[src/rtl/gex_leak_sequencer.sv]
// gex_leak_sequencer
//   Walks neuron indices FirstNeuron..LastNeuron once per Start. For each
//   index it reads gex from neuron state memory, hands it to the shared
//   combinational gex leak unit, and writes the leaked value back to the
//   same address. Three-stage pipeline, one neuron per cycle. Pause yields
//   the read port without disturbing entries already in flight.
//
// Ports
//   Clock, Reset        rising-edge clock, synchronous active-high reset
//   Start, Pause        sweep request (IDLE only) / read suppression
//   FirstNeuron,
//   LastNeuron          inclusive index range, latched at Start
//   DeltaT, Taugex      leak parameters, latched at Start
//   RdEn/RdAddr/RdData  memory read port (data valid one cycle after RdEn)
//   LeakGex/LeakDeltaT/
//   LeakTaugex          operands to the leak unit
//   LeakGexOut          leak unit result (combinational)
//   WrEn/WrAddr/WrData  memory write port
//   Busy, Done          sweep in progress / one-cycle end-of-sweep pulse
module gex_leak_sequencer #(
    parameter int INTEGER_WIDTH     = 32,
    parameter int DATA_WIDTH_FRAC   = 32,
    parameter int DATA_WIDTH        = INTEGER_WIDTH + DATA_WIDTH_FRAC,
    parameter int DELTAT_WIDTH      = 4,
    parameter int NEURON_ADDR_WIDTH = 11
) (
    input  logic                         Clock,
    input  logic                         Reset,
    input  logic                         Start,
    input  logic                         Pause,
    input  logic [NEURON_ADDR_WIDTH-1:0] FirstNeuron,
    input  logic [NEURON_ADDR_WIDTH-1:0] LastNeuron,
    input  logic [DELTAT_WIDTH-1:0]      DeltaT,
    input  logic [INTEGER_WIDTH-1:0]     Taugex,
    output logic                         RdEn,
    output logic [NEURON_ADDR_WIDTH-1:0] RdAddr,
    input  logic [DATA_WIDTH-1:0]        RdData,
    output logic [DATA_WIDTH-1:0]        LeakGex,
    output logic [DELTAT_WIDTH-1:0]      LeakDeltaT,
    output logic [INTEGER_WIDTH-1:0]     LeakTaugex,
    input  logic [DATA_WIDTH-1:0]        LeakGexOut,
    output logic                         WrEn,
    output logic [NEURON_ADDR_WIDTH-1:0] WrAddr,
    output logic [DATA_WIDTH-1:0]        WrData,
    output logic                         Busy,
    output logic                         Done
);

    localparam logic [NEURON_ADDR_WIDTH-1:0] ADDR_ONE = NEURON_ADDR_WIDTH'(1);

    typedef enum logic [1:0] {
        ST_IDLE,
        ST_RUN,
        ST_DRAIN,
        ST_DONE
    } state_t;

    state_t                         state, state_nxt;
    logic [NEURON_ADDR_WIDTH-1:0]   ptr, ptr_nxt;
    logic [NEURON_ADDR_WIDTH-1:0]   last_q;
    logic                           load;

    // rd_*: a read was issued last cycle, RdData is valid now.
    // lk_*: LeakGex holds a valid operand, result is written next edge.
    logic                           rd_vld_q;
    logic [NEURON_ADDR_WIDTH-1:0]   rd_addr_q;
    logic                           lk_vld_q;
    logic [NEURON_ADDR_WIDTH-1:0]   lk_addr_q;

    always_ff @(posedge Clock) begin
        if (Reset) begin
            state <= ST_IDLE;
        end else begin
            state <= state_nxt;
        end
    end

    always_comb begin
        state_nxt = state;
        ptr_nxt   = ptr;
        load      = 1'b0;
        RdEn      = 1'b0;
        Busy      = (state != ST_IDLE);
        Done      = (state == ST_DONE);
        case (state)
            ST_IDLE: begin
                if (Start) begin
                    load      = 1'b1;
                    ptr_nxt   = FirstNeuron;
                    state_nxt = (FirstNeuron <= LastNeuron) ? ST_RUN : ST_DONE;
                end
            end
            ST_RUN: begin
                if (!Pause) begin
                    RdEn = 1'b1;
                    // Terminate on equality and hold the pointer on the last
                    // index so a sweep ending at the top address never wraps.
                    if (ptr == last_q) begin
                        state_nxt = ST_DRAIN;
                    end else begin
                        ptr_nxt = ptr + ADDR_ONE;
                    end
                end
            end
            ST_DRAIN: begin
                // Once nothing is waiting to enter stages 2 or 3, the final
                // write is on the port this cycle and Done can follow.
                if (!rd_vld_q && !lk_vld_q) begin
                    state_nxt = ST_DONE;
                end
            end
            ST_DONE: begin
                state_nxt = ST_IDLE;
            end
            default: begin
                state_nxt = ST_IDLE;
            end
        endcase
    end

    assign RdAddr = ptr;

    always_ff @(posedge Clock) begin
        if (Reset) begin
            ptr        <= '0;
            last_q     <= '0;
            LeakDeltaT <= '0;
            LeakTaugex <= '0;
            rd_vld_q   <= 1'b0;
            rd_addr_q  <= '0;
            lk_vld_q   <= 1'b0;
            lk_addr_q  <= '0;
            LeakGex    <= '0;
            WrEn       <= 1'b0;
            WrAddr     <= '0;
            WrData     <= '0;
        end else begin
            ptr <= ptr_nxt;
            if (load) begin
                last_q     <= LastNeuron;
                LeakDeltaT <= DeltaT;
                LeakTaugex <= Taugex;
            end

            rd_vld_q <= RdEn;
            if (RdEn) begin
                rd_addr_q <= ptr;
            end

            lk_vld_q <= rd_vld_q;
            if (rd_vld_q) begin
                LeakGex   <= RdData;
                lk_addr_q <= rd_addr_q;
            end

            WrEn <= lk_vld_q;
            if (lk_vld_q) begin
                WrData <= LeakGexOut;
                WrAddr <= lk_addr_q;
            end
        end
    end

endmodule
[config.mk]
export PLATFORM = sky130hd
export DESIGN_NAME = gex_leak_sequencer
export DESIGN_NICKNAME = d
export VERILOG_FILES = /design/src/rtl/gex_leak_sequencer.sv
export SDC_FILE = /design/constraint.sdc
export NUM_CORES = 1
export LEC_CHECK = 0
export CAP_MARGIN = 30
export CELL_PAD_IN_SITES_DETAIL_PLACEMENT = 0
export CELL_PAD_IN_SITES_GLOBAL_PLACEMENT = 2
export CORE_ASPECT_RATIO = 1.75
export CORE_UTILIZATION = 24
export CTS_CLUSTER_SIZE = 20
export DETAILED_ROUTE_END_ITERATION = 8
export GPL_TIMING_DRIVEN = 0
export PLACE_DENSITY_LB_ADDON = 0.12
export SLEW_MARGIN = 20
export SYNTH_ARGS = -nofsm -noshare
export SYNTH_HDL_FRONTEND = slang
export SYNTH_SLANG_ARGS = --single-unit
[constraint.sdc]
create_clock -name Clock -period 2 [get_ports Clock]
set_input_delay 0.3 -clock Clock [delete_from_list [all_inputs] [get_ports Clock]]
set_output_delay 0.3 -clock Clock [all_outputs]
set_load 0.01 [all_outputs]
* Yosys cells after proc, flatten, opt, wreduce, memory -nomap -nowiden
Cells that the tools add are included.
** Operators by class
- Add/sub/neg operators :: 1
- Magnitude comparators :: 1
- Equal/unequal tests :: 9
- Muxes and demuxes :: 14
- Reductions and logical operators :: 8
** Operators by type and width (count)
- $mux 11 :: 3
- $pmux 11 s2 :: 1
- $add 11x1->11 const B :: 1
- $eq 11x11->1 :: 1
- $le 11x11->1 :: 1
- $mux 2 :: 5
- $ne 2x2->1 const B :: 5
- $pmux 2 s4 :: 1
- $reduce_and 4->1 :: 2
- $eq 2x2->1 const B :: 2
- $mux 1 :: 4
- $reduce_bool 2->1 :: 2
- $eq 2x1->1 const B :: 1
- $logic_not 1->1 :: 2
- $logic_not 2->1 :: 1
- $logic_and 1x1->1 :: 1
** Storage, ports and cells
- Register bits after elaboration :: 224
- Output and inout port bits :: 190
- Logic and storage cells :: 46

* Logic depth before layout (Yosys ltp)
- Depth in word-level cells :: 4
- Gate-level depth with buffers :: 8

* Worst setup path after synthesis
No wires, ideal clock.
- Path kind :: reg2reg
- Start point :: reg state[0]
- End point :: reg ptr[7], in the netlist RdAddr[7]
- Data arrival time :: 1.743 ns
- Path slack :: 0.170 ns
- Stages on the path, launching flop included :: 8
- Path buffers :: 1
- Cells stage by stage :: dfxtp_1 inv_1 ha_1 nand2_1 or4b_1 buf_2 a311o_1 o31ai_1
** On the way
- Cells in the longest elaborated chain, start to end :: 3
- Elaborated cells between the ends (all ways) :: 8
** Ends and longest elaborated chain
- start, declared :: RTL line 58 : state_t state, state_nxt;
- start signal, assigned :: RTL line 74 : state <= state_nxt;
- $eq 2x1->1 / $logic_not 2->1 (equally long branches) :: RTL line 85 : case (state)
- $ne 2x2->1 (no line) / $reduce_bool 2->1 (equally long branches)
- $reduce_and 4->1 (no line)
- end signal, assigned :: RTL line 138 : ptr <= ptr_nxt;
- end, declared :: RTL line 59 : logic [NEURON_ADDR_WIDTH-1:0] ptr, ptr_nxt;
Several ways; a longest one is shown, not always the timed one.
A chain may end at the register's enable or synchronous reset.

* Final worst setup path
- Start point :: reg ptr[7], in the netlist RdAddr[7]
- End point :: reg ptr[7], in the netlist RdAddr[7]
** On the way
- Cells in the longest elaborated chain, start to end :: 4
- Elaborated cells between the ends (all ways) :: 7
** Ends and longest elaborated chain
- $add 11x1->11 :: RTL line 101 : ptr_nxt = ptr + ADDR_ONE;
- $mux 11 :: RTL line 98 : if (ptr == last_q) begin
- $mux 11 :: RTL line 94 : if (!Pause) begin
- $pmux 11 s2 :: RTL line 85
Several ways; a longest one is shown, not always the timed one. The select of a mux whose other input is x is not followed.

==> results.sh <==
export IMPL_status="complete, no violations"
export IMPL_core_rowCount=91
export IMPL_crit_fanout=7
export IMPL_worstPathRequired_ps=2420
export IMPL_drt_iter0_markers=166
export IMPL_grt_overflow=0
export IMPL_ir_drop_mv=0.607
export IMPL_htreeDepth=1
export IMPL_finalSetupTns_ps=0
export IMPL_grt_pass1_vias=7862
export IMPL_cts_clk_slew_worst_paths_ps=60
export IMPL_path_cells="xnor2_2 > nand4_1 > or4b_1 > buf_2 > a311o_1 > o31ai_1"
export IMPL_slew_violations=0
export IMPL_tightest_slew_ps=795
export IMPL_syn_cell_area_um2=8600
export IMPL_yosys_area_top_type="dfxtp_1"
export IMPL_wl_um=31200
export IMPL_numPlacedInstances=1763
export IMPL_clockBufferDepth=3
export IMPL_track_usage_pct=16.6
export IMPL_hold_class="in2reg"
export IMPL_ant_nets=0
export IMPL_cts_sinks=224
export IMPL_netlist_instances=920
export IMPL_ioPinCount=380
export IMPL_die_h_um=252
export IMPL_slowest_delay_ps=530
export IMPL_cap_violations=0
export IMPL_grt_pass1_wl_um=47100
export IMPL_drive_above_1_share_pct=7.22
export IMPL_final_hold_viol_count=0
export IMPL_slowest_stage="or4b_1"
export IMPL_yosysSeqAreaShare_pct=52.1
export IMPL_gp_congestion=0.809
export IMPL_start_util_pct=24.4
export IMPL_synthToLayoutAreaGrowth_pct=63.4
export IMPL_post_route_drc_count=0
export IMPL_layoutNonFillerInstCount=1812
export IMPL_io_buffers=378
export IMPL_power_density_nw_per_um2=1010
export IMPL_skew_ps=15.2
export IMPL_yosysWarnings=0
export IMPL_synth_nets=1127
export IMPL_antenna_found_initial=3
export IMPL_period_share_pct=97.8
export IMPL_clock_latency_ps=530
export IMPL_relSlewSlack_pct=47.0
export IMPL_synth_cell_types=39
export IMPL_start_kind="flop"
export IMPL_cp_data_arrival_time_ps=2380
export IMPL_num_vias=7770
export IMPL_leakage_uw=0.00496
export IMPL_core_um2=35300
export IMPL_avgSynthCellArea_um2=9.35
export IMPL_pre_cts_slack_ps=-535
export IMPL_wl_per_cell_um=17.2
export IMPL_setup_viol=0
export IMPL_dr_pass1_iters=4
export IMPL_root_buffer="clkbuf_16"
export IMPL_grt_max_degree=14
export IMPL_dieArea_um2=36600
export IMPL_worst_slack_ps=43.5
export IMPL_yosys_area_top_type_share_pct=52.1
export IMPL_vias_per_cell=4.29
export IMPL_die_w_um=145
export IMPL_crit_type="reg2reg"
export IMPL_rsz0062_at_grt="yes"
export IMPL_nNetsFinal=1535
export IMPL_max_freq_ghz=0.511
export IMPL_period_minus_slack_ps=1960
export IMPL_yosys_top_cells_area="dfxtp_1 (52%), mux2i_1 (18%), nor2_1 (6.7%)"
export IMPL_dp_hpwl_um=24500
export IMPL_ys_ff_latch=224
export IMPL_r2r_slack_ps=40
export IMPL_cts_tree="built"
export IMPL_numCtsBuffers=24
export IMPL_worstSetupEndpointType="flop"
final cells by class:
cell class	instances	area, µm²
fillers	3644	21200
clock buffers	38	764
plain buffers	62	283
multi-input cells	613	3960
clock inverters	4	72.6
repair buffers	382	3810
diodes	3	7.51
inverters	21	81.3
well taps	465	582
flip-flops and latches	224	4510
layer usage:
| metal | GRT usage, % | vias to the layer above | wire length [µm] |
|---|---|---|---|
| met1 | 16.8 | 3547 | 11300 |
| met2 | 32.9 | 267 | 17400 |
| li1 | - | 3911 | - |
| met3 | 3.36 | 45 | 1720 |
| met5 | 0 | - | 0 |
| met4 | 5.59 | 0 | 744 |
worst max-delay path, delay by kind of cell (launching register included):
kind | cells | cell delay (ps)
AOI/OAI and AO/OA | 2 | 360
xor gates and xnor gates | 1 | 200
buffers and inverters | 1 | 180
DFF | 1 | 380
and+or+nand+nor | 2 | 720
power by group:
part	internal [µW]	switching [µW]
logic	2030	2060
registers	4930	405
clock network	2860	1840
total	9820	4310
metrics by stage:
stage	util [%]	area [µm²]	total power [µW]	hold slack, ps
floorplan	-	8600	7230	436
global placement	36.7	13000	9140	442
detailed placement	36.7	13000	9140	446
CTS	39.4	13900	14200	285
global route	39.8	14100	14900	299
finish	39.8	14100	14100	313
flip-flops by register name, summed over array words and instances, names as in the netlist:
| name | flops |
|---|---|
| rd_vld_q | 1 |
| last_q | 11 |
| WrEn | 1 |
| RdAddr | 11 |
| WrAddr | 11 |
| rd_addr_q | 11 |
| LeakTaugex | 32 |
| WrData | 64 |
| lk_addr_q | 11 |
| lk_vld_q | 1 |
| state | 2 |
| LeakDeltaT | 4 |
| LeakGex | 64 |
worst paths after layout:
kind / from / to / cells past startpoint
max: RdAddr[7] / RdAddr[7] / 6
min: Taugex[5] / LeakTaugex[5] / 3
max reg2reg: RdAddr[7] / RdAddr[7] / 6
min reg2reg: LeakTaugex[24] / LeakTaugex[24] / 2
cell families (layout without fill, tap and decap cells):
kind of cell / Yosys count / after routing / share of synthesized area (%)
other: 0 / 3 / 0
and+or+nand+nor: 322 / 322 / 15.0
AOI/OAI and AO/OA: 112 / 112 / 7.80
buffers and inverters: 83 / 507 / 3.87
adders and majority gates: 17 / 17 / 2.47
xor gates and xnor gates: 11 / 11 / 1.21
DFF: 224 / 224 / 52.1
muxes: 151 / 151 / 17.6
repair_timing:
action / CTS / global route
hold buffers: 0 / 0
pin swaps: 1 / 3
hold endpoints to repair: 0 / 0
endpoints found under the setup margin: 97 / 43
cloned: 0 / 0
resized for setup: 41 / 26
setup buffers: 1 / 3
synthesized netlist by cell type, drive strengths merged:
master / n
o211ai: 1
a21oi: 75
a311oi: 2
o31ai: 3
buf: 25
nand3: 5
o32ai: 5
a31o: 1
and3: 3
or4b: 1
a21o: 1
a41oi: 2
mux2i: 151
o21a: 1
xnor2: 11
nand2b: 3
o221a: 1
and2: 4
clkbuf: 37
ha: 17
inv: 21
dfxtp: 224
a31oi: 1
nor2b: 2
nor2: 154
nor3: 7
a211o: 1
a211oi: 2
nand2: 133
o41ai: 2
a311o: 2
o21ai: 7
a221oi: 5
nand4: 10
layout by cell type (no fill, tap or decap), types with 5 or more instances in the layout:
master	instances
clkdlybuf4s50_1	375
dfxtp_1	215
nor2_1	153
mux2i_1	151
nand2_1	131
a21oi_1	74
clkbuf_1	33
clkbuf_16	25
inv_1	19
ha_1	15
buf_2	13
clkbuf_8	10
nand4_1	10
buf_1	9
clkbuf_2	8
nor3_1	7
o21ai_0	7
dfxtp_2	5
buf_4	5
a221oi_1	5
o32ai_1	5
Note: power is estimated with default switching activity, not from simulation.
==> patch (config.mk and constraints unchanged) <==
Register the output `RdAddr` once more, without a reset; this adds one clock of latency there. The other outputs are not delayed to match. Comments in the files are not updated.
--- a/src/rtl/gex_leak_sequencer.sv
+++ b/src/rtl/gex_leak_sequencer.sv
@@ -118,7 +118,9 @@
         endcase
     end
 
-    assign RdAddr = ptr;
+    always_ff @(posedge Clock) begin
+        RdAddr <= ptr;
+    end
 
     always_ff @(posedge Clock) begin
         if (Reset) begin
Function: changed (a bounded check fails within 4 cycles, from zero or initial values and one cycle with Reset high).
==> patch against the original RTL <==
Sequential power grew 5.6%; power grew 3.9%; worst setup slack lost 14 ps; sequential cell count grew 11; final cell count grew 0.83%; global-route usage grew 0.89 points; critical path depth grew 1; utilization shrank 0.33 points; sequential share of layout area grew 1.0 points; final area grew 1.6%; non-clock buffer count grew 2; synthesized area grew 2.9%; register-to-register slack gained 30 ps; routed wire length grew 7.3%; highest routed layer unchanged.
==> patch: results <==
synth:
  avgSynthCellArea_um2: 9.49
  netlist_top_cells_area: "dfxtp_1, mux2i_1, nor2_1"
  synth_fa_ha_area_frac: 0.0240
  synth_nets: 1139
  synth_mux_area_frac: 0.171
  synth_cell_types: 42
  synth_seq_area_share: 0.532
  synthXorXnorAreaFrac: 0.0139
detailed_routing:
  vias: 7805
  drt_iter0_drc: 236
  route.met2.wl_um: 18300
  wl_met3_um: 2080
  routedLengthMet1_um: 12100
  wire_per_inst_um: 18.3
  dr.pass1.iters: 5
critical_path:
  cpLargestDelayFamily: "buffers and inverters"
  r2r-start: "ptr[7]$_SDFFE_PP0P_"
  crit_start: "state[1]$_SDFFE_PP0P_"
  arrival_ps: 1670
  regToRegSetupSlack_ps: 70
  critPathCapture: "RdEn"
  worst_r2r_endpoint: "ptr[7]$_SDFFE_PP0P_"
  critPathMaxFanout: 10
grt:
  globalRouteMet2Util: 0.342
  met1_usage: 0.175
  grt_pass1_wl_um: 49700
  track_usage: 0.175
  met3_usage: 0.0385
  antenna_found_initial: 2
  grt_max_degree: 15
sta:
  hold_viol: 0
  maxSlewHeadroom: 0.319
  timing.hold.ws_ps: 312
place:
  dp_slack_ps: -694
  place_congestion: 0.794
  hpwl_um: 26200
min_path:
  min_from: "Taugex[8]"
  worst_hold_path.endpoint: "LeakTaugex[8]$_SDFFE_PP0P_"
run_status:
  outcome: "completed"
clock_network:
  cts-buffers-inserted: 25
power:
  p_leak_nw: 5.04
layout:
  nets: 1549
  drive_above_1_share: 0.0738
  fill_cells: 3708
  instances_no_fill: 1827
patch: cell count changes after synthesis, sizes merged, moves of 2 or more:
cell | before | now
dfxtp | 224 | 235
o211ai | 1 | 3
clkbuf | 37 | 43
o21ai | 7 | 4
buf | 25 | 20
nor2 | 154 | 156
patch: layout make-up:
class	instances	area (um^2)	area share
Multi-Input combinational cell	612	3940	0.276
Buffer	61	307	0.0215
Sequential cell	235	4720	0.330
Tap cell	470	588	0.0412
Clock buffer	34	709	0.0497
Inverter	22	90.1	0.00631
Clock inverter	6	87.6	0.00613
Timing Repair Buffer	385	3830	0.268
Antenna cell	2	5.00	0.000351
patch: repair_timing:
action | 4_1_cts | 5_1_grt
resized for setup | 42 | 35
endpoints found under the setup margin | 126 | 62
pin swaps | 2 | 3
setup buffers | 2 | 5
patch: power by group:
part / switching (mW) / internal [mW]
registers: 0.404 / 5.23
logic: 2.28 / 2.14
clock network: 1.92 / 2.71
